--- src/rtl/muldiv_pkg.sv ---
// Shared op codes, FSM state encoding and arithmetic helpers for mips_muldiv_unit.
package muldiv_pkg;

    localparam int ABS_MAX_W = 64;

    typedef enum logic [2:0] {
        OP_MULT  = 3'b000,
        OP_MULTU = 3'b001,
        OP_DIV   = 3'b010,
        OP_DIVU  = 3'b011,
        OP_MTHI  = 3'b100,
        OP_MTLO  = 3'b101,
        OP_RSV6  = 3'b110,
        OP_RSV7  = 3'b111
    } op_t;

    typedef enum logic [1:0] {
        ST_IDLE   = 2'd0,
        ST_RUN    = 2'd1,
        ST_FINISH = 2'd2
    } state_t;

    // Two's-complement magnitude; callers sign-extend into ABS_MAX_W and truncate back.
    function automatic logic [ABS_MAX_W-1:0] abs2c(input logic [ABS_MAX_W-1:0] v);
        return v[ABS_MAX_W-1] ? (~v + ABS_MAX_W'(1)) : v;
    endfunction

endpackage

--- src/rtl/mips_muldiv_unit_if.sv ---
// Request/result bundle between the control unit (master) and the multiply/divide unit (slave).
interface mips_muldiv_unit_if #(
    parameter int WIDTH = 32
);
    import muldiv_pkg::*;

    logic             start;
    op_t              op;
    logic [WIDTH-1:0] src_a;
    logic [WIDTH-1:0] src_b;
    logic             busy;
    logic             done;
    logic [WIDTH-1:0] hi;
    logic [WIDTH-1:0] lo;

    modport master (
        output start, op, src_a, src_b,
        input  busy, done, hi, lo
    );

    modport slave (
        input  start, op, src_a, src_b,
        output busy, done, hi, lo
    );

endinterface

--- src/rtl/muldiv_iter_core.sv ---
// One-bit-per-cycle datapath: shift-add multiply or restoring divide over a 2*WIDTH register.
module muldiv_iter_core #(
    parameter int WIDTH = 32
) (
    input  logic               clk,
    input  logic               load_i,
    input  logic               step_i,
    input  logic               mode_div_i,
    input  logic [WIDTH-1:0]   addend_i,
    input  logic [2*WIDTH-1:0] init_i,
    output logic [2*WIDTH-1:0] acc_o
);
    localparam int W2 = 2 * WIDTH;

    logic [W2-1:0]    acc_q, acc_d;
    logic [WIDTH-1:0] opnd_q;
    logic             div_q;
    logic [WIDTH:0]   sum;
    logic [WIDTH:0]   rem_sh;
    logic [WIDTH:0]   diff;

    // Multiply: upper half accumulates, lower half holds the multiplier and shifts right.
    // Divide: upper half is the partial remainder, lower half shifts in quotient bits.
    always_comb begin
        sum    = {1'b0, acc_q[W2-1:WIDTH]} + {1'b0, opnd_q};
        rem_sh = acc_q[W2-1:WIDTH-1];
        diff   = rem_sh - {1'b0, opnd_q};
        acc_d  = acc_q;
        if (div_q) begin
            if (diff[WIDTH]) begin
                acc_d = {rem_sh[WIDTH-1:0], acc_q[WIDTH-2:0], 1'b0};
            end else begin
                acc_d = {diff[WIDTH-1:0], acc_q[WIDTH-2:0], 1'b1};
            end
        end else begin
            if (acc_q[0]) begin
                acc_d = {sum, acc_q[WIDTH-1:1]};
            end else begin
                acc_d = {1'b0, acc_q[W2-1:1]};
            end
        end
    end

    always_ff @(posedge clk) begin
        if (load_i) begin
            acc_q  <= init_i;
            opnd_q <= addend_i;
            div_q  <= mode_div_i;
        end else if (step_i) begin
            acc_q  <= acc_d;
        end
    end

    assign acc_o = acc_q;

endmodule

--- src/rtl/mips_muldiv_unit.sv ---
// MIPS HI/LO owner: iterative MULT/MULTU/DIV/DIVU, single-cycle MTHI/MTLO, start/busy/done handshake.
// Define MULDIV_FAST_MULT_EN to compute MULT/MULTU with one combinational multiply and skip RUN.
module mips_muldiv_unit
    import muldiv_pkg::*;
#(
    parameter int WIDTH = 32
) (
    input  logic              clk,
    input  logic              rst_n,
    mips_muldiv_unit_if.slave bus
);
    localparam int W2    = 2 * WIDTH;
    localparam int CNT_W = $clog2(WIDTH) + 1;

    state_t           state_q, state_d;
    logic [CNT_W-1:0] cnt_q, cnt_d;
    logic             done_q, done_d;
    logic [WIDTH-1:0] hi_q, hi_d;
    logic [WIDTH-1:0] lo_q, lo_d;

    logic is_div_q, neg_res_q, neg_rem_q, div0_q;

    logic                    op_md, op_signed, op_div, accept_md, fast_mult;
    logic signed [WIDTH-1:0] a_s, b_s;
    logic [WIDTH-1:0]        mag_a, mag_b, addend;
    logic [W2-1:0]           init_val, acc, prod;
    logic [WIDTH-1:0]        quot, rem, res_hi, res_lo;

    function automatic logic [W2-1:0] neg_w2(input logic [W2-1:0] v, input logic en);
        return en ? (~v + W2'(1)) : v;
    endfunction

    function automatic logic [WIDTH-1:0] neg_w(input logic [WIDTH-1:0] v, input logic en);
        return en ? (~v + WIDTH'(1)) : v;
    endfunction

    always_comb begin
        op_div    = (bus.op == OP_DIV) || (bus.op == OP_DIVU);
        op_signed = (bus.op == OP_MULT) || (bus.op == OP_DIV);
        op_md     = op_div || (bus.op == OP_MULT) || (bus.op == OP_MULTU);
    end

    assign accept_md = (state_q == ST_IDLE) && bus.start && op_md;
    assign a_s       = bus.src_a;
    assign b_s       = bus.src_b;
    assign mag_a     = op_signed ? WIDTH'(abs2c(ABS_MAX_W'(a_s))) : bus.src_a;
    assign mag_b     = op_signed ? WIDTH'(abs2c(ABS_MAX_W'(b_s))) : bus.src_b;
    assign addend    = op_div ? mag_b : mag_a;

`ifdef MULDIV_FAST_MULT_EN
    assign fast_mult = !op_div;
    assign init_val  = op_div ? {{WIDTH{1'b0}}, mag_a} : (W2'(mag_a) * W2'(mag_b));
`else
    assign fast_mult = 1'b0;
    assign init_val  = {{WIDTH{1'b0}}, op_div ? mag_a : mag_b};
`endif

    muldiv_iter_core #(
        .WIDTH(WIDTH)
    ) u_core (
        .clk        (clk),
        .load_i     (accept_md),
        .step_i     (state_q == ST_RUN),
        .mode_div_i (op_div),
        .addend_i   (addend),
        .init_i     (init_val),
        .acc_o      (acc)
    );

    // Sign correction applied in FINISH; a zero divisor forces LO to all ones.
    always_comb begin
        prod = neg_w2(acc, neg_res_q);
        quot = neg_w(acc[WIDTH-1:0], neg_res_q);
        rem  = neg_w(acc[W2-1:WIDTH], neg_rem_q);
        if (is_div_q) begin
            res_hi = rem;
            res_lo = div0_q ? {WIDTH{1'b1}} : quot;
        end else begin
            res_hi = prod[W2-1:WIDTH];
            res_lo = prod[WIDTH-1:0];
        end
    end

    always_comb begin
        state_d = state_q;
        cnt_d   = cnt_q;
        done_d  = 1'b0;
        hi_d    = hi_q;
        lo_d    = lo_q;
        case (state_q)
            ST_IDLE: begin
                if (bus.start) begin
                    if (op_md) begin
                        state_d = fast_mult ? ST_FINISH : ST_RUN;
                        cnt_d   = '0;
                    end else if (bus.op == OP_MTHI) begin
                        hi_d   = bus.src_a;
                        done_d = 1'b1;
                    end else if (bus.op == OP_MTLO) begin
                        lo_d   = bus.src_a;
                        done_d = 1'b1;
                    end
                end
            end
            ST_RUN: begin
                cnt_d = cnt_q + CNT_W'(1);
                if (cnt_q == CNT_W'(WIDTH - 1)) begin
                    state_d = ST_FINISH;
                end
            end
            ST_FINISH: begin
                hi_d    = res_hi;
                lo_d    = res_lo;
                done_d  = 1'b1;
                cnt_d   = '0;
                state_d = ST_IDLE;
            end
            default: begin
                state_d = ST_IDLE;
                cnt_d   = '0;
            end
        endcase
    end

    always_ff @(posedge clk or negedge rst_n) begin
        if (!rst_n) begin
            state_q <= ST_IDLE;
            cnt_q   <= '0;
            done_q  <= 1'b0;
            hi_q    <= '0;
            lo_q    <= '0;
        end else begin
            state_q <= state_d;
            cnt_q   <= cnt_d;
            done_q  <= done_d;
            hi_q    <= hi_d;
            lo_q    <= lo_d;
        end
    end

    // Operation attributes are only consumed after an accept, so they carry no reset.
    always_ff @(posedge clk) begin
        if (accept_md) begin
            is_div_q  <= op_div;
            neg_res_q <= op_signed && (a_s[WIDTH-1] ^ b_s[WIDTH-1]);
            neg_rem_q <= op_signed && a_s[WIDTH-1];
            div0_q    <= (bus.src_b == '0);
        end
    end

    assign bus.busy = (state_q != ST_IDLE);
    assign bus.done = done_q;
    assign bus.hi   = hi_q;
    assign bus.lo   = lo_q;

endmodule

--- src/flat_wrapper.sv ---
// flat-port wrapper written by rule: the top's interface ports become plain ports
module mips_muldiv_unit_flat import muldiv_pkg::*;
#(
    parameter int WIDTH = 32
)
  (clk, rst_n, bus_start, bus_op, bus_src_a, bus_src_b, bus_busy, bus_done, bus_hi, bus_lo);
  mips_muldiv_unit_if #(.WIDTH(WIDTH)) bus_i ();
  input  logic clk;
  input  logic rst_n;
  input wire logic [$bits(bus_i.start)-1:0] bus_start;
  input wire logic [$bits(bus_i.op)-1:0] bus_op;
  input wire logic [$bits(bus_i.src_a)-1:0] bus_src_a;
  input wire logic [$bits(bus_i.src_b)-1:0] bus_src_b;
  output wire logic [$bits(bus_i.busy)-1:0] bus_busy;
  output wire logic [$bits(bus_i.done)-1:0] bus_done;
  output wire logic [$bits(bus_i.hi)-1:0] bus_hi;
  output wire logic [$bits(bus_i.lo)-1:0] bus_lo;
  assign bus_i.start = bus_start;
  assign bus_i.op = bus_op;
  assign bus_i.src_a = bus_src_a;
  assign bus_i.src_b = bus_src_b;
  assign bus_busy = bus_i.busy;
  assign bus_done = bus_i.done;
  assign bus_hi = bus_i.hi;
  assign bus_lo = bus_i.lo;
  mips_muldiv_unit #(.WIDTH(WIDTH)) u_core (.clk(clk), .rst_n(rst_n), .bus(bus_i));
endmodule
--- config.mk ---
export PLATFORM = sky130hd
export DESIGN_NAME = mips_muldiv_unit_flat
export DESIGN_NICKNAME = d
export VERILOG_FILES = /design/src/rtl/muldiv_pkg.sv /design/src/rtl/mips_muldiv_unit_if.sv /design/src/rtl/muldiv_iter_core.sv /design/src/rtl/mips_muldiv_unit.sv /design/src/flat_wrapper.sv
export SDC_FILE = /design/constraint.sdc
export NUM_CORES = 1
export LEC_CHECK = 0
export CAP_MARGIN = 15
export CORE_ASPECT_RATIO = 2
export CORE_MARGIN = 2
export CORE_UTILIZATION = 54
export CTS_CLUSTER_DIAMETER = 60
export CTS_CLUSTER_SIZE = 25
export DETAILED_ROUTE_END_ITERATION = 12
export PLACE_DENSITY = 0.78
export REMOVE_ABC_BUFFERS = 1
export SKIP_LAST_GASP = 1
export SLEW_MARGIN = 30
export SYNTH_ARGS = -nofsm -noshare
export SYNTH_HDL_FRONTEND = slang
export SYNTH_HIERARCHICAL = 1
export SYNTH_SLANG_ARGS = --single-unit
--- constraint.sdc ---
create_clock -name clk -period 5.6 [get_ports clk]
set_clock_uncertainty 0.1 [all_clocks]
set_input_delay 1.68 -clock clk [delete_from_list [all_inputs] [get_ports clk]]
set_output_delay 1.68 -clock clk [all_outputs]
set_load 0.02 [all_outputs]
# [After elaboration in Yosys (flattened, before gate mapping)]
# Cells that the tools add are included.
[totals] register_bits=173 latch_bits=0 ram_bits=0 romBits=0 output_inout_bits=66 wordCells=97 mem_count=0
[classes] addsub=8 multipliers=0 div_mod_pow=0 magnitude_cmp=0 eq_ne=15 shift=0 n_mux=38 n_bitwise=6 reduce_logical=18
[op_table] op="$mux W32" n=20
[op_table] op="$mux W64" n=4
[op_table] op="$add A32 B1 Y32 const B" n=4
[op_table] op="$not A32 Y32" n=4
[op_table] op="$pmux W32 S2" n=2
[op_table] op="$add A64 B1 Y64 const B" n=1
[op_table] op="$not A64 Y64" n=1
[op_table] op="$add A32 B32 Y33" n=1
[op_table] op="$sub A33 B32 Y33" n=1
[op_table] op="$logic_not A32 Y1" n=1
[op_table] op="$mux W6" n=2
[op_table] op="$pmux W6 S2" n=1
[op_table] op="$ne A2 B2 Y1 const B" n=5
[op_table] op="$add A6 B1 Y6 const B" n=1
[op_table] op="$eq A3 B2 Y1 const B" n=2
[op_table] op="$eq A3 B3 Y1 const B" n=2
[op_table] op="$eq A6 B5 Y1 const B" n=1
[op_table] op="$mux W2" n=3
[op_table] op="$reduce_bool A2 Y1" n=3
[op_table] op="$reduce_and A5 Y1" n=1
[op_table] op="$logic_and A1 B1 Y1" n=4
[op_table] op="$logic_or A1 B1 Y1" n=4
[op_table] op="$mux W1" n=4
[op_table] op="$ne A2 B1 Y1 const B" n=2
[op_table] op="other kinds (11)" n=11

# [Depth between registers and ports, before layout]
# Gate-level depths: netlist (run 1).
[logic_depth] ltp_word=7 depth_mapped=14 depth_no_buf=12

# [By module]
# The synthesis (run 1) kept the hierarchy.
[by_module_without_submodules] module="muldiv_iter_core" n_inst=1 cells_per_inst=930 area_per_inst_um2=8384.3 seq_area_each_um2=2912.8
[by_module_without_submodules] module="mips_muldiv_unit" n_inst=1 cells_per_inst=919 area_per_inst_um2=7239.4 seq_area_each_um2=1946.9

# [Worst setup path before layout (run 1)]
# Ideal clock, no wire load.
[synth_path] kind="input port to flip-flop" startpoint="input bus_op[2]" endpoint="register u_core.u_core.acc_q[0], in the netlist u_core/u_core/acc_o[0] (enable)" setup_time_ps=394 arrival_ps=6273 setup_slack_ps=-1168 path_stages=4 cell_sequence="nor3b_1 clkbuf_1 buf_1 or2_2"
[synth_between] elab_chain_cells=6 elab_cells_between_ends=9
[synth_lines] item="from (decl)" line="flat_wrapper.sv:11" rtl="input wire logic [$bits(bus_i.op)-1:0] bus_op;"
[synth_lines] item="$eq A3 B2 Y1" line="mips_muldiv_unit.sv:38" rtl="op_div = (bus.op == OP_DIV) || (bus.op == OP_DIVU);"
[synth_lines] item="$logic_or A1 B1 Y1" line="mips_muldiv_unit.sv:38"
[synth_lines] item="$logic_or A1 B1 Y1" line="mips_muldiv_unit.sv:40" rtl="op_md = op_div || (bus.op == OP_MULT) || (bus.op == OP_MULTU);"
[synth_lines] item="$logic_or A1 B1 Y1 *" line="mips_muldiv_unit.sv:40"
[synth_lines] item="$logic_and A1 B1 Y1 *" line="mips_muldiv_unit.sv:43" rtl="assign accept_md = (state_q == ST_IDLE) && bus.start && op_md;"
[synth_lines] item="$reduce_bool A2 Y1 (no line) *"
[synth_lines] item="to (signal assigned)" line="muldiv_iter_core.sv:46" rtl="acc_q <= init_i;"
[synth_lines] item="to (decl)" line="muldiv_iter_core.sv:15" rtl="logic [W2-1:0] acc_q, acc_d;"
# Mark *: on every way between the ends. The rest lies on a longest branch, timed or not.
# A chain may end at the register's enable or synchronous reset.

# [Final worst setup path (run 1)]
[layout_path] startpoint="input bus_src_a[9]" endpoint="register u_core.u_core.acc_q[27], in the netlist u_core/u_core/acc_o[27] (data pin)"
[layout_between] elab_chain_cells=6
[layout_lines] item="from (decl)" line="flat_wrapper.sv:12" rtl="input wire logic [$bits(bus_i.src_a)-1:0] bus_src_a;"
[layout_lines] item="$not A32 Y32" line="muldiv_pkg.sv:25" rtl="return v[ABS_MAX_W-1] ? (~v + ABS_MAX_W'(1)) : v;"
[layout_lines] item="$add A32 B1 Y32" line="muldiv_pkg.sv:25"
[layout_lines] item="$mux W32" line="muldiv_pkg.sv:25"
[layout_lines] item="$mux W32" line="mips_muldiv_unit.sv:46" rtl="assign mag_a = op_signed ? WIDTH'(abs2c(ABS_MAX_W'(a_s))) : bus.src_a;"
[layout_lines] item="$mux W32" line="mips_muldiv_unit.sv:55" rtl="assign init_val = {{WIDTH{1'b0}}, op_div ? mag_a : mag_b};"
[layout_lines] item="net u_core.init_val[27]" line="mips_muldiv_unit.sv:26" rtl="logic [W2-1:0] init_val, acc, prod;"
[layout_lines] item="$mux W32" line="muldiv_iter_core.sv:45" rtl="if (load_i) begin"
# The timed path passes the listed nets, and every way through them passes these cells.

==> results of run 1 <==
cell usage in the layout, fill, tap and decap left out, types with 14 or more instances in the layout:
cell type / Yosys / routed
clkdlybuf4s50_1: 0 / 134
or3_1: 20 / 20
xnor2_1: 95 / 95
o22ai_1: 31 / 31
nand2_1: 202 / 201
inv_1: 63 / 63
xor2_1: 70 / 70
mux2i_1: 104 / 104
a22oi_1: 24 / 24
o31ai_1: 24 / 24
a211oi_1: 28 / 28
o41ai_1: 14 / 14
nor4_1: 23 / 22
a31oi_1: 23 / 23
buf_4: 3 / 31
edfxtp_1: 101 / 101
conb_1: 1 / 32
dfrtp_1: 73 / 73
nor2_1: 127 / 126
a21o_1: 24 / 24
a21oi_1: 129 / 129
nand3_1: 26 / 26
nor2b_1: 20 / 18
ha_1: 69 / 69
nand2b_1: 18 / 18
nor3_1: 47 / 47
o21ai_0: 165 / 165
o211ai_1: 14 / 14
nand4_1: 19 / 19
clkbuf_16: 0 / 19
where the power goes:
part | leakage [nW] | total, mW | internal [mW] | switching [mW]
registers | 1.87 | 2.63 | 1.90 | 0.732
logic | 4.83 | 4.91 | 2.11 | 2.80
clock network | 0.287 | 1.22 | 0.679 | 0.544
state kept, by name (all words and copies together), names as in the netlist:
signal                count
u_core/is_div_q           1
u_core/u_core/opnd_q     32
u_core/u_core/acc_o      64
u_core/cnt_q              6
u_core/neg_rem_q          1
u_core/u_core/div_q       1
u_core/neg_res_q          1
u_core/bus.lo            32
u_core/div0_q             1
u_core/state_q            2
u_core/bus.hi            32
u_core/bus.done           1
final timing paths:
check	cells after the start	start	to	slack (ns)
setup / recovery	9	bus_src_a[9]	u_core/u_core/acc_o[27]	1.02
hold / removal	1	u_core/bus.lo[11]	u_core/bus.lo[11]	0.38
setup reg to reg	13	u_core/u_core/acc_o[31]	u_core/u_core/acc_o[41]	1.36
hold reg to reg	1	u_core/bus.lo[11]	u_core/bus.lo[11]	0.38
max in group asynchronous	2	rst_n	u_core/bus.hi[10]	3.37
min in group asynchronous	1	rst_n	u_core/state_q[1]	1.06
routing by layer:
| metal | vias up | track usage, % |
|---|---|---|
| li1 | 7111 | - |
| met1 | 7242 | 41.8 |
| met2 | 819 | 59.9 |
| met3 | 149 | 4.03 |
| met4 | 0 | 19.6 |
| met5 | - | 0 |
logic make-up (layout without fill, tap and decap cells):
kind of cell | count (synthesis) | in the layout
AO/OA/AOI/OAI | 591 | 591
XOR/XNOR | 167 | 167
adder cells (fa/ha/maj) | 71 | 71
buffers and inverters | 163 | 262
flip-flops | 174 | 174
multiplexers | 108 | 108
other | 1 | 32
AND/OR/NAND/NOR | 574 | 574
stage by stage:
step,hold slack (ns),util [%]
final,0.384,62.9
after global routing,0.407,62.9
after CTS,0.388,62.8
after detailed placement,0.368,60.8
after global placement,0.369,60.7
after floorplan,0.349,-
final cells by class:
class	instances	area, µm²	area share, %
clock inverter	11	103	0.570
sequential	174	4860	27.0
inverter	64	240	1.33
clock buffer	21	493	2.74
tap	360	450	2.50
timing repair buffer	166	1590	8.86
multi-input combinational	1543	10300	57.0
critical path, cell delays in order:
cell and delay, ns:
clkdlybuf4s50_1 0.51, or4_1 0.61, or4_1 0.58, nor3_1 0.63, a31oi_1 0.19, xnor2_1 0.21
mux2i_1 0.10, nand2_1 0.08, o21ai_0 0.07
==> results.md, run 1 <==
- Status: complete, no violations
- First drt pass iteration count: 6
- WL/cell: ~23 µm
- Num CTS Buffers: 17
- Vias post-DR: between 15000 and 20000
- Wl on met1: around 21 mm
- Post-Synth Adder-Cell Area: 5.78%
- Simple logic cell fraction of the synthesized area: around 18%
- CTS sink cnt: 174
- Top cells by count, synth: nand2_1 (202), o21ai_0 (165), a21oi_1 (129)
- Yosys top cell by area: edfxtp_1
- DR vias/cell: 6.55
- Largest family of logic cells by synthesized area: compound AO/OA/AOI/OAI gates
- Non-Filler Instances: ~2300
- # H-tree levels: 4
- Largest net degree at the start of global routing: ~120
- Total power: a little under 9 mW
- Met3 wire length: 3.57 mm
- Placer Congestion: roughly 1.0
- Num ports: 136
- Final WS setup: 1.02 ns
- Pwr Density: around 500 nW/µm²
- First-pass GRT wire length: approximately 83 mm
- Share of cells above drive strength 1: under 10%
- Cell Area, Synth: around 16000 µm²
- Synth Area in XOR/XNOR: a little under a tenth
- CTS tree: yes
- Crit path max fanout: 5
- Placement Setup Slack: approximately 0.61 ns
- HP Class: reg -> reg
- Post-synthesis compound-gate area fraction: 24.5%
- Yosys cell types: 95
- Post-route clock period utilization: a little over 80%
- Worst-skew pair later-pin latency: approximately 0.46 ns
- Hold Buf Count CTS: 0
- Critical path arrival: between 4 and 5 ns
- Register area share after synthesis: roughly 31%
- Met2 WL post-DR: approximately 27 mm
- CP Class: in -> reg
- Synth Flop Type: edfxtp_1
- Syn_area_per_cell: between 8 and 9 µm²
- Nets: around 2100
- Grt ovf: 0
- P_leak: 6.99 nW
- Post-synth EDFFs: around 100
- Initial Util: a little over half
- Die width: 124 µm
- Ys async rst share: between 40% and 50%
- Fill cell count: between 2000 and 2500
- P&R area growth vs syn: 15.2%
- Post_cts resized: 0
- Cells after synthesis: approximately 1800
- Share of the synthesized area in the top cell type: about a fifth
- Fin. max-slew vios: 0
- Syn. warnings: 6
- Dpl cells: around 2300
- Max transition margin: around 33%
- Max VDD drop: ~0.28 mV
- # DRC: 0
- HPWL Detailed: 41.4 mm
- Post-route setup TNS: 0 ns
- Initial antenna violation count: 0
- DRT iter0 DRCs: 1592
- PortBufs: 135
- Total die area: 30400 µm²
- CTS max path bufs: 2
- Area contributors post-synth: edfxtp_1 (19%), dfrtp_1 (12%), mux2i_1 (6.7%)
- Min Tclk post-route: between 4 and 5 ns
- Final WL: around 54 mm
- Final setup fails: 0
- Post-synthesis mux area share: under 10%
- Core Area: around 29000 µm²
- Total GRT Usage: between 30% and 40%
- Vias in the first global route: between 10000 and 15000
- Yosys reg bits: 174
- Worst Setup Start Kind: input pin
- Root buffer selected by CTS: clkbuf_16
- Die Y: between 200 and 250 µm
- Top Layer Used: met4
- RSZ-0062 raised after global routing: no
- Placed cell areas: roughly 17000 µm²
- Critical Path RT: between 5 and 6 ns
- Max cap viols: 0
- Most instantiated library cell after synthesis: nand2_1
- Fmax: roughly 220 MHz
- Post-route ant nets: 0
- Crit. End Element: flop
- Finished Cell Area: approximately 18000 µm²
- Ant diodes: 0
- Least-Margin Pin Slew: between 1 and 1.5 ns
- Clock Pin Slew Worst Setup and Hold Paths: around 0.070 ns
- Post-CTS setup buffers: 0
- Num rows: just under 90
- Final count of hold timing violations: 0
Note: power is estimated with default switching activity, not from simulation.
==> inputs of run 2 (changes only) <==
==> constraint.sdc (replaced) <==
create_clock -name clk -period 4 [get_ports clk]
set_clock_uncertainty 0.1 [all_clocks]
set_input_delay 1.2 -clock clk [delete_from_list [all_inputs] [get_ports clk]]
set_output_delay 1.2 -clock clk [all_outputs]
set_load 0.02 [all_outputs]
==> run 2 against run 1 <==
  * Flip-flop and latch count did not move
  * Sequential share of layout area fell by 1.3 points
  * Power rose by 43%
  * Cell area rose by 4.9%
  * Setup slack got worse by 0.85 ns
  * Die area did not move
  * Clock power rose by 41%
  * Worst hold slack improved by 0.0019 ns
  * Largest power group unchanged
  * Highest routed layer unchanged
==> results.md, run 2 (synthesized netlist as in run 1, its figures left out) <==
- Post_cts resized: 0 (unchanged)
- Clock Pin Slew Worst Setup and Hold Paths: 0.08 ns (about the same)
- Grt met2 use: 60.3% (+0.32 points)
- Max reg flops: 64 (unchanged)
- Worst Setup Start Kind: input pin
- Clock power share: 13.7% (-0.2 points)
- Final WL: 54.5 mm (+0.32%)
- GR met3 Demand/Resource: 5.16% (+1.1 points)
- Least-Margin Pin Slew: 0.945 ns (-0.0570 ns)
- Most common cell after layout, fill and taps aside: nand2_1
- Die Y: 245 µm (unchanged)
- Nets: 2220 (+5.4%)
- Share of cells above drive strength 1: 10.7% (+4.9 points)
- CP bufs+invs: 1 (unchanged)
- Internal power: 6.76 mW (+44%)
- Die width: 124 µm (unchanged)
- Total power: 12.5 mW (+43%)
- Core Area: 28600 µm² (unchanged)
- Final setup fails: 0 (unchanged)
- Max transition margin: 37.0% (+4.4 points)
- Fin util: 65.9% (+3.1 points)
- Slowest CP cell: or4_1
- Crit. End Element: flop
- Post-route ant nets: 0 (unchanged)
- # H-tree levels: 4 (unchanged)
- Met1 track demand over resource: 41.1% (-0.65 points)
- Final count of hold timing violations: 0 (unchanged)
- First-pass GRT wire length: 85.4 mm (+3.2%)
- Most Used Layer, Global Route: met2
- Most used cell, CP: or4_1
- P_leak: 7.55 nW (+8.1%)
- Cell family with most CP delay: simple AND/OR/NAND/NOR gates
- PortBufs: 135 (unchanged)
- Post-route clock period utilization: roughly 96%
- HP Class: reg -> reg
- P&R area growth vs syn: 20.8%
- Fill cell count: 2450 (-2.0%)
- Max incr delay on CP: 0.59 ns (-0.04 ns)
- HPWL Detailed: 41.6 mm (+0.53%)
- Min Tclk post-route: roughly 3.8 ns
- Num CTS Buffers: 17 (unchanged)
- Hold Buf Count CTS: 0 (unchanged)
- Root buffer selected by CTS: clkbuf_16
- Vias in the first global route: 15600 (+6.0%)
- CP Class: in -> reg
- Status: complete, no violations
- Num rows: 88 (unchanged)
- WL/cell: 22.2 µm (-4.3%)
- Switching fraction of total power: 46.0% (-0.46 points)
- Sequential group share of total power: 27.9% (-2.1 points)
- Most frequent cells in the layout: nand2_1 (201), o21ai_0 (165), buf_4 (139)
- Logic gate share of total power: 58.4% (+2.4 points)
- Fin. max-slew vios: 0 (unchanged)
- NetSw: 5.77 mW (+42%)
- Total die area: 30400 µm² (unchanged)
- Critical path arrival: 3.92 ns (-0.75 ns)
- Max cap viols: 0 (unchanged)
- Pwr Density: 664 nW/µm² (+36%)
- # DRC: 0 (unchanged)
- Fmax: ~260 MHz
- DRT iter0 DRCs: 1599 (+0.44%)
- Grt ovf: 0 (unchanged)
- Largest net degree at the start of global routing: 74 (-40%)
- Total GRT Usage: 35.5% (+0.76 points)
- Placer Congestion: 1.04 (+2.0%)
- Critical Path RT: 4.10 ns (-1.59 ns)
- DR vias/cell: 6.45 (-1.6%)
- CTS tree: yes
- RSZ-0062 raised after global routing: no
- Post-CTS setup buffers: 0 (unchanged)
- CTS sink cnt: 174 (unchanged)
- Critical Path, Cell by Cell: clkdlybuf4s50_1 -> or4_1 -> or4_1 -> nand2b_1 -> o41ai_1 -> xor2_1 -> mux2i_1 -> nand2_1 -> o21ai_0
- First drt pass iteration count: 6 (unchanged)
- CTS max path bufs: 2 (unchanged)
- Worst-skew pair later-pin latency: 0.47 ns (about the same)
- Num ports: 136 (unchanged)
- Max VDD drop: 0.346 mV (+23%)
- Crit path max fanout: 5 (unchanged)
- Vias post-DR: 15800 (+3.2%)
- Initial Util: 54.6% (unchanged)
- Initial antenna violation count: 0 (unchanged)
run 2: changes by cell type in the layout (fill, tap and decap cells not counted), moves of 2 or more:
| cell | previous run | this run |
|---|---|---|
| clkinvlp_4 | 3 | 0 |
| buf_4 | 31 | 139 |
| inv_6 | 0 | 4 |
| buf_12 | 1 | 5 |
| inv_4 | 3 | 1 |
run 2: area by class of cell:
type                            count  area [µm²]  share of cell area [%]
Tap cell                          360         450                    2.39
Antenna cell                        1        2.50                  0.0133
Clock inverter                     13         126                   0.669
Inverter                           64         240                    1.27
Clock buffer                       19         454                    2.41
Sequential cell                   174        4860                    25.7
Timing Repair Buffer              279        2500                    13.2
Multi-Input combinational cell   1543       10200                    54.3
run 2: per-layer routing:
layer | up-vias | share of wire [%]
met5 | - | 0
li1 | 7333 | -
met2 | 897 | 48
met3 | 241 | 8.2
met1 | 7340 | 36
met4 | 0 | 8.0
run 2: final timing paths:
check / startpoint / to / slack, ns / depth (start not counted)
min: u_core/bus.lo[0] / u_core/bus.lo[0] / 0.39 / 2
max reg2reg: u_core/u_core/acc_o[31] / u_core/u_core/acc_o[58] / 0.25 / 12
max in group asynchronous: rst_n / u_core/bus.hi[25] / 2.64 / 1
min in group asynchronous: rst_n / u_core/cnt_q[3] / 0.65 / 1
min reg2reg: u_core/bus.lo[0] / u_core/bus.lo[0] / 0.39 / 2
max: bus_src_a[9] / u_core/u_core/acc_o[17] / 0.17 / 9
run 2: power by group through the flow:
stage	Sequential, mW	Combinational [mW]	Clock [mW]
after floorplan	3.63	4.55	0
after global placement	3.47	7.05	0
after detailed placement	3.47	7.16	0
after CTS	3.45	7.21	1.73
after global routing	3.56	7.99	1.80
final	3.49	7.32	1.72
run 2: through the flow:
stage               std cells  setup WS (ns)  instance area (µm²)  hold WS [ns]   TNS, ns
floorplan                1781          -8.41                15300         0.349  -1174.81
global placement         2420         -0.182                18300         0.362     -2.34
detailed placement       2420         -0.249                18300         0.369     -3.05
CTS                      2452          0.222                18900         0.388         0
global route             2452        0.00579                18900         0.414         0
finish                   2453          0.172                18900         0.386         0
run 2: tightest hold or removal path, cell delays in order, from the launching register on:
cell     delay, ns
dfrtp_1       0.34
nand2_1       0.04
o21ai_0       0.06
==> inputs of run 3 (changes only) <==
--- a/config.mk
+++ b/config.mk
@@ -9,7 +9,7 @@
 export CORE_ASPECT_RATIO = 2
 export CORE_MARGIN = 2
 export CORE_UTILIZATION = 54
-export CTS_CLUSTER_DIAMETER = 60
+export CTS_CLUSTER_DIAMETER = 40
 export CTS_CLUSTER_SIZE = 25
 export DETAILED_ROUTE_END_ITERATION = 12
 export PLACE_DENSITY = 0.78
==> results of run 3 <==
Final layout, timing and power as in run 2 (identical DEF).
